**config.mk**
```make
export PLATFORM = sky130hd
export DESIGN_NAME = spi_master_ctrl
export DESIGN_NICKNAME = d
export VERILOG_FILES = /design/src/rtl/spi_master_ctrl.sv
export SDC_FILE = /design/constraint.sdc
export NUM_CORES = 1
export LEC_CHECK = 0
export CORE_ASPECT_RATIO = 2
export CORE_MARGIN = 5
export CORE_UTILIZATION = 54
export DETAILED_ROUTE_END_ITERATION = 6
export GPL_TIMING_DRIVEN = 0
export PLACE_DENSITY = 0.83
export SYNTH_ARGS = -nofsm -noshare
export SYNTH_HDL_FRONTEND = slang
export SYNTH_SLANG_ARGS = --single-unit
```
**constraint.sdc**
```tcl
create_clock -name i_clk -period 2.6 [get_ports i_clk]
set_input_delay 0.26 -clock i_clk [delete_from_list [all_inputs] [get_ports i_clk]]
set_output_delay 0.26 -clock i_clk [all_outputs]
set_load 0.03 [all_outputs]
```
**src/rtl/spi_master_ctrl.sv**
```systemverilog
// SPI mode-0 master: one WIDTH-bit word per START, MSB first.
// Each SCLK half-period and the setup/hold phases last CLKDIV clocks.
module spi_master_ctrl #(
  parameter int WIDTH  = 8,
  parameter int CLKDIV = 4
) (
  input  logic             i_clk,
  input  logic             i_reset,
  input  logic             i_start,
  input  logic [WIDTH-1:0] i_txdata,
  output logic             o_busy,
  output logic             o_done,
  output logic [WIDTH-1:0] o_rxdata,
  output logic             o_sclk,
  output logic             o_cs,
  output logic             o_mosi,
  input  logic             i_miso
);

  localparam int CW = $clog2(WIDTH + 1);
  localparam logic [7:0] TLOAD = 8'(CLKDIV - 1);
  localparam logic [CW-1:0] LAST = CW'(WIDTH - 1);

  typedef enum logic [2:0] {
    S_IDLE,
    S_SETUP,
    S_SHIGH,
    S_SLOW,
    S_HOLD,
    S_FINISH
  } state_t;

  state_t           r_state;
  logic [7:0]       r_timer;
  logic [CW-1:0]    r_bitcnt;
  logic [WIDTH-1:0] r_tx;
  logic [WIDTH-1:0] r_rx;
  logic [WIDTH-1:0] r_rxdata;
  logic             r_busy;
  logic             r_done;
  logic             r_sclk;
  logic             r_cs;
  logic             r_mosi;

  logic [WIDTH-1:0] w_tx_next;
  logic [WIDTH-1:0] w_rx_next;
  logic             w_tick;

  assign w_tx_next = r_tx << 1;
  assign w_rx_next = (r_rx << 1) | WIDTH'(i_miso);
  assign w_tick    = (r_timer == 8'd0);

  always_ff @(posedge i_clk or posedge i_reset) begin
    if (i_reset) begin
      r_state  <= S_IDLE;
      r_timer  <= '0;
      r_bitcnt <= '0;
      r_tx     <= '0;
      r_rx     <= '0;
      r_rxdata <= '0;
      r_busy   <= 1'b0;
      r_done   <= 1'b0;
      r_sclk   <= 1'b0;
      r_cs     <= 1'b1;
      r_mosi   <= 1'b0;
    end else begin
      r_done <= 1'b0;
      unique case (r_state)
        S_IDLE: begin
          if (i_start) begin
            r_state  <= S_SETUP;
            r_tx     <= i_txdata;
            r_rx     <= '0;
            r_bitcnt <= '0;
            r_timer  <= TLOAD;
            r_cs     <= 1'b0;
            r_sclk   <= 1'b0;
            r_mosi   <= i_txdata[WIDTH-1];
            r_busy   <= 1'b1;
          end
        end
        S_SETUP, S_SLOW: begin
          if (w_tick) begin
            r_state <= S_SHIGH;
            r_timer <= TLOAD;
            r_sclk  <= 1'b1;
            r_rx    <= w_rx_next;
          end else begin
            r_timer <= r_timer - 8'd1;
          end
        end
        S_SHIGH: begin
          if (w_tick) begin
            r_timer  <= TLOAD;
            r_sclk   <= 1'b0;
            r_bitcnt <= r_bitcnt + 1'b1;
            // The low half-period after the last bit doubles as the hold
            if (r_bitcnt == LAST) begin
              r_state <= S_HOLD;
            end else begin
              r_state <= S_SLOW;
              r_tx    <= w_tx_next;
              r_mosi  <= w_tx_next[WIDTH-1];
            end
          end else begin
            r_timer <= r_timer - 8'd1;
          end
        end
        S_HOLD: begin
          if (w_tick) begin
            r_state  <= S_FINISH;
            r_cs     <= 1'b1;
            r_mosi   <= 1'b0;
            r_done   <= 1'b1;
            r_busy   <= 1'b0;
            r_rxdata <= r_rx;
          end else begin
            r_timer <= r_timer - 8'd1;
          end
        end
        S_FINISH: begin
          r_state <= S_IDLE;
        end
        default: begin
          r_state <= S_IDLE;
        end
      endcase
    end
  end

  assign o_busy   = r_busy;
  assign o_done   = r_done;
  assign o_rxdata = r_rxdata;
  assign o_sclk   = r_sclk;
  assign o_cs     = r_cs;
  assign o_mosi   = r_mosi;

endmodule

```
After elaboration in Yosys (flattened, before gate mapping)
Cells that the tools add are included.
{ "totals": {"out_inout_bits": 13, "elab_cells": 77, "reg_bits": 43, "inputBits": 12} }
{ "op_classes": {"n_mux": 33, "n_addsub": 2, "n_reduce_logical": 19, "eq_ne": 11, "bitwise_logic": 1} }
{ "op_table": {"columns": ["operator", "n"], "rows": [
  ["8-bit 2-to-1 mux", 5],
  ["8-bit case mux with 3 select lines", 1],
  ["7-bit 2-to-1 mux", 3],
  ["8-bit case mux with 2 select lines", 1],
  ["3-bit 2-to-1 mux", 5],
  ["7-bit case mux with 2 select lines", 1],
  ["2-bit inequality test (second input constant)", 6],
  ["3-bit case mux with 4 select lines", 1],
  ["3-bit AND reduction", 4],
  ["4-bit AND reduction", 3],
  ["1-bit 2-to-1 mux", 9],
  ["3-bit nonzero test", 3],
  ["8-bit logical NOT", 1],
  ["4-bit 2-to-1 mux", 2],
  ["8-bit by 1-bit bitwise OR with 8-bit output", 1],
  ["4-bit case mux with 2 select lines", 1],
  ["8-bit by 1-bit subtractor with 8-bit output (second input constant)", 1],
  ["3-bit by 2-bit == test with 1-bit output (second input constant)", 2],
  ["1-bit case mux with 3 select lines", 2],
  ["2-bit nonzero test", 3],
  ["5-bit AND reduction", 1],
  ["4-bit by 1-bit adder with 4-bit output (second input constant)", 1],
  ["4-bit by 3-bit == test with 1-bit output (second input constant)", 1],
  ["1-bit case mux with 2 select lines", 2],
  ["other kinds (6)", 6]
]} }

Longest topological paths before layout
{ "logic_depth": {"word_depth": 4, "depth_mapped": 8, "ltp_nobuf": 7} }

Worst setup path after synthesis
No wires, ideal clock.
{ "synth_timing": {"kind": "reg-to-reg", "start": "register r_timer[0]", "end": "register r_rxdata[0], in the netlist o_rxdata[0]", "period_less_slack_ps": 1944, "path_slack_ps": 656, "t_arrival_ps": 1817, "stages_incl_launch_ff": 8, "setup_time_ps": 128, "path_buffers": 1, "required_time_ps": 2472, "path_cell_list": "dfrtp_1 inv_1 ha_1 nor3b_1 and2_1 buf_2 nand3_4 mux2_1"} }
{ "synth_via": {"elab_chain_cells": 2} }
{ "synth_lines": {"columns": ["element", "line", "rtl"], "rows": [
  ["start, declared", "34", "logic [7:0] r_timer;"],
  ["start signal, assigned", "89", "r_timer <= r_timer - 8'd1;"],
  ["start signal, assigned", "106", "r_timer <= r_timer - 8'd1;"],
  ["start signal, assigned", "118", "r_timer <= r_timer - 8'd1;"],
  ["8-bit logical NOT", "51", "assign w_tick = (r_timer == 8'd0);"],
  ["2-bit AND reduction (no line)", null, null],
  ["end signal, assigned", "116", "r_rxdata <= r_rx;"],
  ["end, declared", "38", "logic [WIDTH-1:0] r_rxdata;"]
]} }
Every way passes these cells.
A chain may end at the register's enable or synchronous reset.

Worst setup path in the final report
{ "layout_timing": {"start": "register r_timer[0]", "end": "register r_rx[3]"} }
{ "layout_via": {"elab_chain_cells": 3} }
{ "layout_lines": {"columns": ["element", "line", "rtl"], "rows": [
  ["8-bit logical NOT", "51", null],
  ["2-bit inequality test (no line)", null, null],
  ["3-bit AND reduction (no line)", null, null],
  ["end signal, assigned", "87", "r_rx <= w_rx_next;"],
  ["end, declared", "37", "logic [WIDTH-1:0] r_rx;"]
]} }
Every way passes these cells.

==> flow_metrics.env <==
export IMPL_status="finished, final reports clean"
export IMPL_overflow=0
export IMPL_fill_cells=297
export IMPL_drcViolationCount=0
export IMPL_synth_warnings=0
export IMPL_postRouteWirelength_um=4180
export IMPL_cts_root_buf="clkbuf_8"
export IMPL_ys_ff_latch=43
export IMPL_hp_class="in -> async"
export IMPL_via_per_inst=5.54
export IMPL_setup_tns_final_ns=0
export IMPL_routabilityCongestion=0.774
export IMPL_setup_viol=0
export IMPL_worst_pin_slew_ns=0.862
export IMPL_die_w_um=53.2
export IMPL_design_die_area_um2=5130
export IMPL_antennaDiodeCount=0
export IMPL_htreeDepth=2
export IMPL_critPathKind="reg -> reg"
export IMPL_syn2layout_area_growth_pct=19.5
export IMPL_insertion_delay_ns=0.29
export IMPL_num_io_pins=25
export IMPL_grt_pass1_vias=1587
export IMPL_slew_viol_final=0
export IMPL_finalCritPeriodShare_pct=87.4
export IMPL_cts_sinks=43
export IMPL_synth_area_per_cell_um2=10.1
export IMPL_rr_startpoint="r_timer[0]"
export IMPL_synth_largest_area_cell="dfrtp_1"
export IMPL_cts_tree="built"
export IMPL_final_seq_area_um2=1080
export IMPL_hpwl_um=3010
export IMPL_synth_edf_count=0
export IMPL_power_frac_comb_pct=3.5
export IMPL_antenna_found_initial=0
export IMPL_ys_top_cells_by_count="dfrtp_1 (42), nand2_1 (25), nor2_1 (22)"
export IMPL_crit_chain="inv_1 -> ha_1 -> nor3b_1 -> nand2_2 -> nor2_1 -> buf_2 -> o21ai_0"
export IMPL_fin_total_pwr_mw=1.15
export IMPL_post_route_util_pct=66.8
export IMPL_clock_fmax_ghz=0.440
export IMPL_track_usage_pct=19.1
export IMPL_skew_ns=0.00314
export IMPL_die_h_um=96.5
export IMPL_vias=1552
export IMPL_netlist_instances=199
export IMPL_async_reset_ff_share_pct=100
export IMPL_ys_seq_area_share_pct=53.4
export IMPL_clk_pin_slew_ns=0.08
export IMPL_arrival_ns=2.44
export IMPL_p_int_mw=0.906
export IMPL_cts_hold_buffers=0
export IMPL_multi_input_area_um2=873
export IMPL_drtAntennaViolNets=0
export IMPL_finalHoldViolCount=0
export IMPL_vdd_drop_max_v=0.000384
export IMPL_layout_setup_ws_ns=0.328
export IMPL_cp_slowest_stage_delay_ns=0.47
export IMPL_core_area_um2=3610
export IMPL_cts_made_buffers=5
export IMPL_grt_pass1_wl_um=7180
export IMPL_cts_setup_buffers=0
export IMPL_max_cap_violations=0
export IMPL_grt_max_degree=44
export IMPL_synth_top_cells_by_area="dfrtp_1 (52%), nand2_1 (4.6%), o21ai_0 (4.5%)"
export IMPL_nNetsFinal=245
export IMPL_power_frac_seq_pct=59.1
export IMPL_rsz0062_at_grt="no"
export IMPL_synth_flop_cell="dfrtp_1"
export IMPL_end_kind="flip-flop"
export IMPL_p_leak_nw=1.14
export IMPL_slowest_stage="nor3b_1"
export IMPL_netlist_area_um2=2020
export IMPL_crit_path_start="r_timer[0]"
export IMPL_num_rows=31
export IMPL_dr_first_iter_drc_count=25
export IMPL_dp_slack_ns=0.329
export IMPL_drtPass1Iterations=5
export IMPL_synth_nets=214
export IMPL_yosysUniqueCellTypes=39
export IMPL_path_max_fanout=10
export IMPL_wire_per_inst_um=14.9
export IMPL_critPathRequiredTime_ns=2.77
export IMPL_min_period_ns=2.27
export IMPL_switching_share_pct=20.9
export IMPL_p_sw_mw=0.239
export IMPL_placed_area_um2=2320
export IMPL_startpoint_type="flip-flop"
export IMPL_clk_path_buf_depth=2
export IMPL_clkPwrFrac_pct=37.5
export IMPL_slew_headroom_pct=42.4
export IMPL_yosysMostFrequentCell="dfrtp_1"
export IMPL_final_cell_area_um2=2410
export IMPL_portBuffers=24
export IMPL_start_util_pct=55.9
export IMPL_drive_above_1_share_pct=10.8
export IMPL_post_cts_resized=0
export IMPL_yosysTopAreaCellShare_pct=52.1
export IMPL_power_density_nw_per_um2=475
[through the flow]
step	hold WS [ns]	std cells
global placement	0.464	272
global route	0.528	280
detailed placement	0.467	272
finish	0.460	280
floorplan	0.377	199
CTS	0.486	280
[state kept, by name, summed over array words and instances, names as in the netlist]
name	flops
o_mosi	1
o_sclk	1
r_tx	7
r_bitcnt	4
o_done	1
r_state	3
o_cs	1
o_rxdata	8
r_rx	8
r_timer	8
o_busy	1
[power groups by stage]
stage | clock network, mW | logic [mW] | registers [mW]
after floorplan | 0 | 0.0173 | 0.689
after CTS | 0.441 | 0.0410 | 0.677
after global placement | 0 | 0.0395 | 0.690
after detailed placement | 0 | 0.0406 | 0.690
final | 0.429 | 0.0398 | 0.677
after global routing | 0.476 | 0.0449 | 0.677
[worst max-delay path: cells and delay by family (launching register included)]
kind                     cells  cell delay, ns
AND/OR/NAND/NOR              3            1.06
AO/OA/AOI/OAI                1            0.12
adder cells (fa/ha/maj)      1            0.16
flip-flops                   1            0.40
buffers and inverters        2            0.42
[cell type report]
| type | instances | share of cell area (%) |
|---|---|---|
| clock inverter | 1 | 0.208 |
| sequential | 43 | 44.7 |
| timing repair buffer | 24 | 9.96 |
| clock buffer | 7 | 3.58 |
| tap | 49 | 2.54 |
| inverter | 9 | 1.40 |
| multi-input combinational | 141 | 36.2 |
| buffer | 6 | 1.40 |
[final timing paths]
check / slack, ns / end / cells past startpoint
max: 0.33 / r_rx[3] / 7
min: 0.46 / r_timer[4] / 2
max reg2reg: 0.33 / r_rx[3] / 7
min reg2reg: 0.49 / o_busy / 2
max in group asynchronous: 1.59 / r_timer[1] / 2
min in group i_clk: 0.49 / o_busy / 2
[cell usage in the layout, fill, tap and decap left out, types with 2 or more instances in the layout]
cell type / n
a21o_1: 2
a21oi_1: 10
a21oi_2: 2
buf_2: 3
clkbuf_1: 3
clkbuf_8: 6
clkdlybuf4s50_1: 24
dfrtp_1: 42
ha_1: 3
inv_1: 8
mux2_1: 8
mux2i_1: 3
nand2_1: 25
nand2_2: 2
nand3_1: 3
nor2_1: 22
nor2_2: 2
nor3_1: 6
nor3b_1: 2
o211ai_1: 3
o21a_1: 2
o21ai_0: 18
o22ai_1: 8
xor2_1: 5
[per-layer routing]
metal  vias to the layer above  track usage (%)  wire length [um]
met5                         -                0                 0
met4                         0             8.96                98
met3                         7             4.61               133
met2                        33             33.5              2430
met1                       763             21.0              1520
li1                        749                -                 -
[kinds of logic after synthesis]
logic type	share of synthesized area, %
mux	6.51
simple gates	17.7
compound gates	14.6
xor+xnor	2.60
fa+ha+maj	1.86
buf+inv	3.35
flops	53.4
No activity file was read; power rests on OpenSTA's default activity.
